==> config.mk <==
export PLATFORM = sky130hd
export DESIGN_NAME = amplitude_meter
export DESIGN_NICKNAME = d
export VERILOG_FILES = /design/src/rtl/audio_pkg.sv /design/src/rtl/peak_hold.sv /design/src/rtl/amplitude_meter.sv
export SDC_FILE = /design/constraint.sdc
export NUM_CORES = 1
export LEC_CHECK = 0
export BUFFER_PORTS_ARGS = -buffer_cell sky130_fd_sc_hd__buf_2
export CAP_MARGIN = 30
export CORE_AREA = 10 10 196 198
export CTS_CLUSTER_SIZE = 12
export DETAILED_ROUTE_END_ITERATION = 12
export DIE_AREA = 0 0 206 208
export HOLD_SLACK_MARGIN = 0.15
export PLACE_DENSITY_LB_ADDON = 0.12
export SKIP_CTS_REPAIR_TIMING = 1
export SLEW_MARGIN = 20
export SYNTH_ARGS = -nofsm -noshare
export SYNTH_HDL_FRONTEND = slang
export SYNTH_SLANG_ARGS = --single-unit
==> constraint.sdc <==
create_clock -name clk_10MHz -period 3.89 [get_ports clk_10MHz]
set_input_delay 0.389 -clock clk_10MHz [delete_from_list [all_inputs] [get_ports clk_10MHz]]
set_output_delay 0.389 -clock clk_10MHz [all_outputs]
set_load 0.02 [all_outputs]
==> src/rtl/audio_pkg.sv <==
// Shared widths and FSM state type for the amplitude meter datapath.
package audio_pkg;
  localparam int SAMPLE_W   = 12;
  localparam int WINDOW_LEN = 16;
  localparam int LEVEL_W    = 4;
  localparam int IDX_W      = $clog2(WINDOW_LEN);
  localparam int SUM_W      = SAMPLE_W + IDX_W;

  typedef enum logic [1:0] {IDLE, ACCUM, DONE} meter_state_t;
endpackage

==> src/rtl/peak_hold.sv <==
// Peak-held bar height: jumps up to a louder level immediately, then decays
// one step after every DECAY_WINDOWS results without a new peak.
module peak_hold import audio_pkg::*; #(
  parameter int DECAY_WINDOWS = 8
) (
  input  logic               clk_10MHz,
  input  logic               rst,
  input  logic               done,
  input  logic [LEVEL_W-1:0] new_level,
  output logic [LEVEL_W-1:0] peak_level
);
  localparam int CNT_W = (DECAY_WINDOWS > 1) ? $clog2(DECAY_WINDOWS) : 1;

  logic [CNT_W-1:0] decay_cnt;

  always_ff @(posedge clk_10MHz or posedge rst) begin
    if (rst) begin
      peak_level <= '0;
      decay_cnt  <= '0;
    end else if (done) begin
      if (new_level > peak_level) begin
        peak_level <= new_level;
        decay_cnt  <= '0;
      end else if (decay_cnt == CNT_W'(DECAY_WINDOWS - 1)) begin
        if (peak_level != '0) peak_level <= peak_level - 1'b1;
        decay_cnt <= '0;
      end else begin
        decay_cnt <= decay_cnt + 1'b1;
      end
    end
  end
endmodule

==> src/rtl/amplitude_meter.sv <==
// Windowed amplitude meter: snapshots 16 samples, then walks them one per
// cycle for min/max/sum. Define AMPLITUDE_METER_PEAK_HOLD_EN for peak hold.
module amplitude_meter import audio_pkg::*; #(
  parameter int DECAY_WINDOWS = 8
) (
  input  logic                clk_10MHz,
  input  logic                rst,
  input  logic [SAMPLE_W-1:0] samples [0:WINDOW_LEN-1],
  input  logic                sample_valid,
  output logic                busy,
  output logic                result_valid,
  output logic [SAMPLE_W-1:0] p2p,
  output logic [SAMPLE_W-1:0] mean,
  output logic [LEVEL_W-1:0]  level,
  output logic [LEVEL_W-1:0]  peak_level,
  output logic                overrun
);
  meter_state_t        state, state_nxt;
  logic [IDX_W-1:0]    idx;
  logic [SAMPLE_W-1:0] snap [0:WINDOW_LEN-1];
  logic [SAMPLE_W-1:0] cur_sample, min_q, max_q, diff;
  logic [SUM_W-1:0]    sum_q;

  assign busy       = (state != IDLE);
  assign cur_sample = snap[idx];
  assign diff       = max_q - min_q;
  assign level      = p2p[SAMPLE_W-1 -: LEVEL_W];

  always_ff @(posedge clk_10MHz or posedge rst) begin
    if (rst) state <= IDLE;
    else     state <= state_nxt;
  end

  always_comb begin
    state_nxt = state;
    case (state)
      IDLE:    if (sample_valid) state_nxt = ACCUM;
      ACCUM:   if (idx == IDX_W'(WINDOW_LEN - 1)) state_nxt = DONE;
      DONE:    state_nxt = IDLE;
      default: state_nxt = IDLE;
    endcase
  end

  // Snapshot isolates the result from window shifts during ACCUM.
  always_ff @(posedge clk_10MHz) begin
    if (state == IDLE && sample_valid) snap <= samples;
  end

  always_ff @(posedge clk_10MHz or posedge rst) begin
    if (rst) begin
      idx          <= '0;
      min_q        <= '1;
      max_q        <= '0;
      sum_q        <= '0;
      p2p          <= '0;
      mean         <= '0;
      result_valid <= 1'b0;
      overrun      <= 1'b0;
    end else begin
      result_valid <= 1'b0;
      if (sample_valid && busy) overrun <= 1'b1;
      case (state)
        IDLE: if (sample_valid) begin
          idx   <= '0;
          min_q <= '1;
          max_q <= '0;
          sum_q <= '0;
        end
        ACCUM: begin
          if (cur_sample < min_q) min_q <= cur_sample;
          if (cur_sample > max_q) max_q <= cur_sample;
          sum_q <= sum_q + SUM_W'(cur_sample);
          idx   <= idx + 1'b1;
        end
        DONE: begin
          p2p          <= diff;
          mean         <= sum_q[SUM_W-1 -: SAMPLE_W];
          result_valid <= 1'b1;
        end
        default: ;
      endcase
    end
  end

`ifdef AMPLITUDE_METER_PEAK_HOLD_EN
  peak_hold #(.DECAY_WINDOWS(DECAY_WINDOWS)) u_peak_hold (
    .clk_10MHz  (clk_10MHz),
    .rst        (rst),
    .done       (state == DONE),
    .new_level  (diff[SAMPLE_W-1 -: LEVEL_W]),
    .peak_level (peak_level)
  );
`else
  assign peak_level = level;
`endif
endmodule

==> qor.csv <==
metric,value,unit
place_ws,-0.06300,ns
finish.utilization,0.4830,
tightest_slew,0.7083,ns
clkTransAtPathRegs,0.05,ns
clk_latency,0.58,ns
synthToLayoutAreaGrowth,42.69,%
setup_viol,0,
synth_cell_types,51,
wl,32590,um
grt_pass1_wl,45860,um
cp.required,4.38,ns
die_y,208,um
instances_no_fill,1706,
drtIter0Drc,402,
post_drt_wl_per_cell,19.10,um
synthFlopType,edfxtp_1,
cp_common_cell,mux4_2,
synth-edff-count,192,
core,0.03437,sq mm
synth-seq-cells,264,
period_needed,3.782,ns
netlist_area,0.01164,sq mm
worstSetupPathType,flip-flop to flip-flop,
slowest_delay,0.56,ns
dpl.hpwl,21980,um
vias,8047,
grt_pass1_vias,7820,
grt-ovfl-total,0,
power.switching,5189,uW
p_int,8755,uW
fmax,0.2644,GHz
max_slew_margin,0.5271,
num_rows,68,
place_congestion,0.7827,
period_share,0.9723,
hold_viol,0,
cts_tree,built,
power_frac_comb,0.513,
async_flop_share,0.2727,
crit_arrival,4.27,ns
numCtsBuffers,31,
synth_area_per_cell,15.25,sq um
antenna_found_initial,2,
io_pins,230,
max-clock-path-buffers,3,
path_max_fanout,8,
clock_power_share,0.189,
endpoint_kind,flip-flop,
start_util,0.3385,
nNetsFinal,1472,
ant_nets,0,
io_buffers,229,
placed_cells,1446,
drc,0,
maxCapViolCount,0,
holdWs,0.4528,ns
power.density,839.8,mW/mm^2
viasPerCell,4.717,
dieWidth,206,um
rsz0062_at_grt,yes,
setup_slack,0.1078,ns
cts_htree_levels,1,
root_buffer,clkbuf_16,
clock-sinks,264,
cp_cell_sequence,"buf_12, mux4_2, mux4_2, ha_4, fa_1, a211o_1, a211oi_2, o21bai_1, a31o_1, and3_4, o21ai_2, mux2i_1",
ys_warn_count,0,
hp-class,flip-flop to flip-flop,
first_pass_iters,4,
p_seq_frac,0.299,
synth_nets,1007,
slew_viol_final,0,
switching_share,0.3721,
finalClockSkew,0.01984,ns
max-vdd-ir-drop,0.0004350,V
start_kind,flip-flop,
p_leak,0.006732,uW
status,finished clean,
crit_slowest_cell,mux4_2,
gr-usage-all-layers,0.1373,
final_layout_size_suffix_gt1_frac,0.3323,
die_area,0.04285,sq mm
grt_max_degree,92,
synth-seq-area-share,0.6516,
postSynthCellCount,763,
## critical path: cells and delay by family (launching register included)
kind	cells	cell delay (ns)
multiplexers	3	1.23
AO/OA/AOI/OAI	5	1.05
adder cells (fa/ha/maj)	2	0.58
flip-flops	1	0.49
AND/OR/NAND/NOR	1	0.19
buffers and inverters	1	0.15
## placed cells by master (no fill, tap or decap), types with 7 or more instances in the layout
| master | n |
|---|---|
| o21ai_0 | 9 |
| dfrtp_1 | 58 |
| edfxtp_1 | 192 |
| buf_12 | 8 |
| o21ai_1 | 32 |
| buf_4 | 37 |
| ha_1 | 44 |
| nand2b_1 | 7 |
| nand3_1 | 11 |
| clkbuf_1 | 8 |
| xor2_1 | 8 |
| clkbuf_16 | 32 |
| mux4_2 | 60 |
| mux2i_1 | 13 |
| nand2_1 | 89 |
| nor3_1 | 16 |
| o21a_1 | 12 |
| dlygate4sd3_1 | 194 |
| nor2_1 | 33 |
| inv_1 | 27 |
| a21oi_1 | 22 |
| buf_2 | 229 |
| o31ai_1 | 7 |
| dfstp_2 | 12 |
## cells in the mapped netlist, types with 8 or more instances
master      n  share of area
buf_4       9         0.0058
edfxtp_1  192           0.50
clkbuf_1   17         0.0055
mux4_2     60           0.12
nor2_1     33          0.011
dfrtp_1    60           0.13
o21a_1     12         0.0077
o21ai_0    10         0.0043
a211oi_1    8         0.0052
inv_1      28         0.0090
nor3_1     18         0.0077
o21ai_1    34          0.015
a21oi_1    22         0.0095
mux2i_1    14          0.012
dfstp_2    12          0.027
nand3_1    11         0.0047
xor2_1      8         0.0060
ha_1       47          0.051
nand2_1    89          0.029
## metal layers
layer	share of wire	vias up	routed length, um	global-route usage
li1	-	3837	-	-
met1	0.43	3914	14040	0.1854
met2	0.49	240	15870	0.2163
met3	0.058	56	1882	0.03713
met4	0.024	0	794	0.02910
met5	0	-	0	0
## state kept, by name (all words and copies together) (netlist names), 2 cells and up
signal,cells
sum_q,16
idx,4
min_q,12
mean,12
snap,192
state,2
max_q,12
p2p,12
## through the flow
step | setup TNS [ns] | power [uW] | instance area (sq um)
floorplan | 0 | 8816 | 11650
global placement | -0.2196 | 10770 | 13540
detailed placement | -0.1724 | 10860 | 13550
CTS | -0.2905 | 13550 | 14460
global route | -0.3057 | 15030 | 16600
finish | 0 | 13940 | 16600
## cell type report
class                   instances  area, sq um
inverters                      31        123.9
clock buffers                  41        833.3
clock inverters                13        78.83
flip-flops and latches        264         7587
fillers                      3021        17770
multi-input cells             429         3832
repair buffers                471         3573
diodes                          2        5.005
well taps                     455        569.3
## cell families after synthesis
family,after synthesis,synth area share
AO/OA/AOI/OAI,116,0.06215
XOR/XNOR,13,0.009785
adder cells (fa/ha/maj),49,0.05398
buffers and inverters,70,0.02688
flip-flops,264,0.6516
multiplexers,74,0.1282
AND/OR/NAND/NOR,177,0.06742
## final timing paths
kind / startpoint / to / slack [ns] / depth (start not counted)
max in group asynchronous: rst / min_q[1] / 2.40 / 4
hold / removal: overrun / overrun / 0.45 / 1
setup / recovery: idx[0] / sum_q[12] / 0.11 / 12
min in group asynchronous: rst / result_valid / 0.48 / 3
setup reg to reg: idx[0] / sum_q[12] / 0.11 / 12
hold reg to reg: overrun / overrun / 0.45 / 1
## power by group through the flow
stage	registers (uW)	logic, uW	clock network [uW]
3_3_place_gp	4210	6570	0
6_report	4160	7150	2630
4_1_cts	4160	6670	2720
3_5_place_dp	4220	6640	0
2_1_floorplan	4270	4540	0
5_1_grt	4240	7950	2840
No activity file was read; power rests on OpenSTA's default activity.
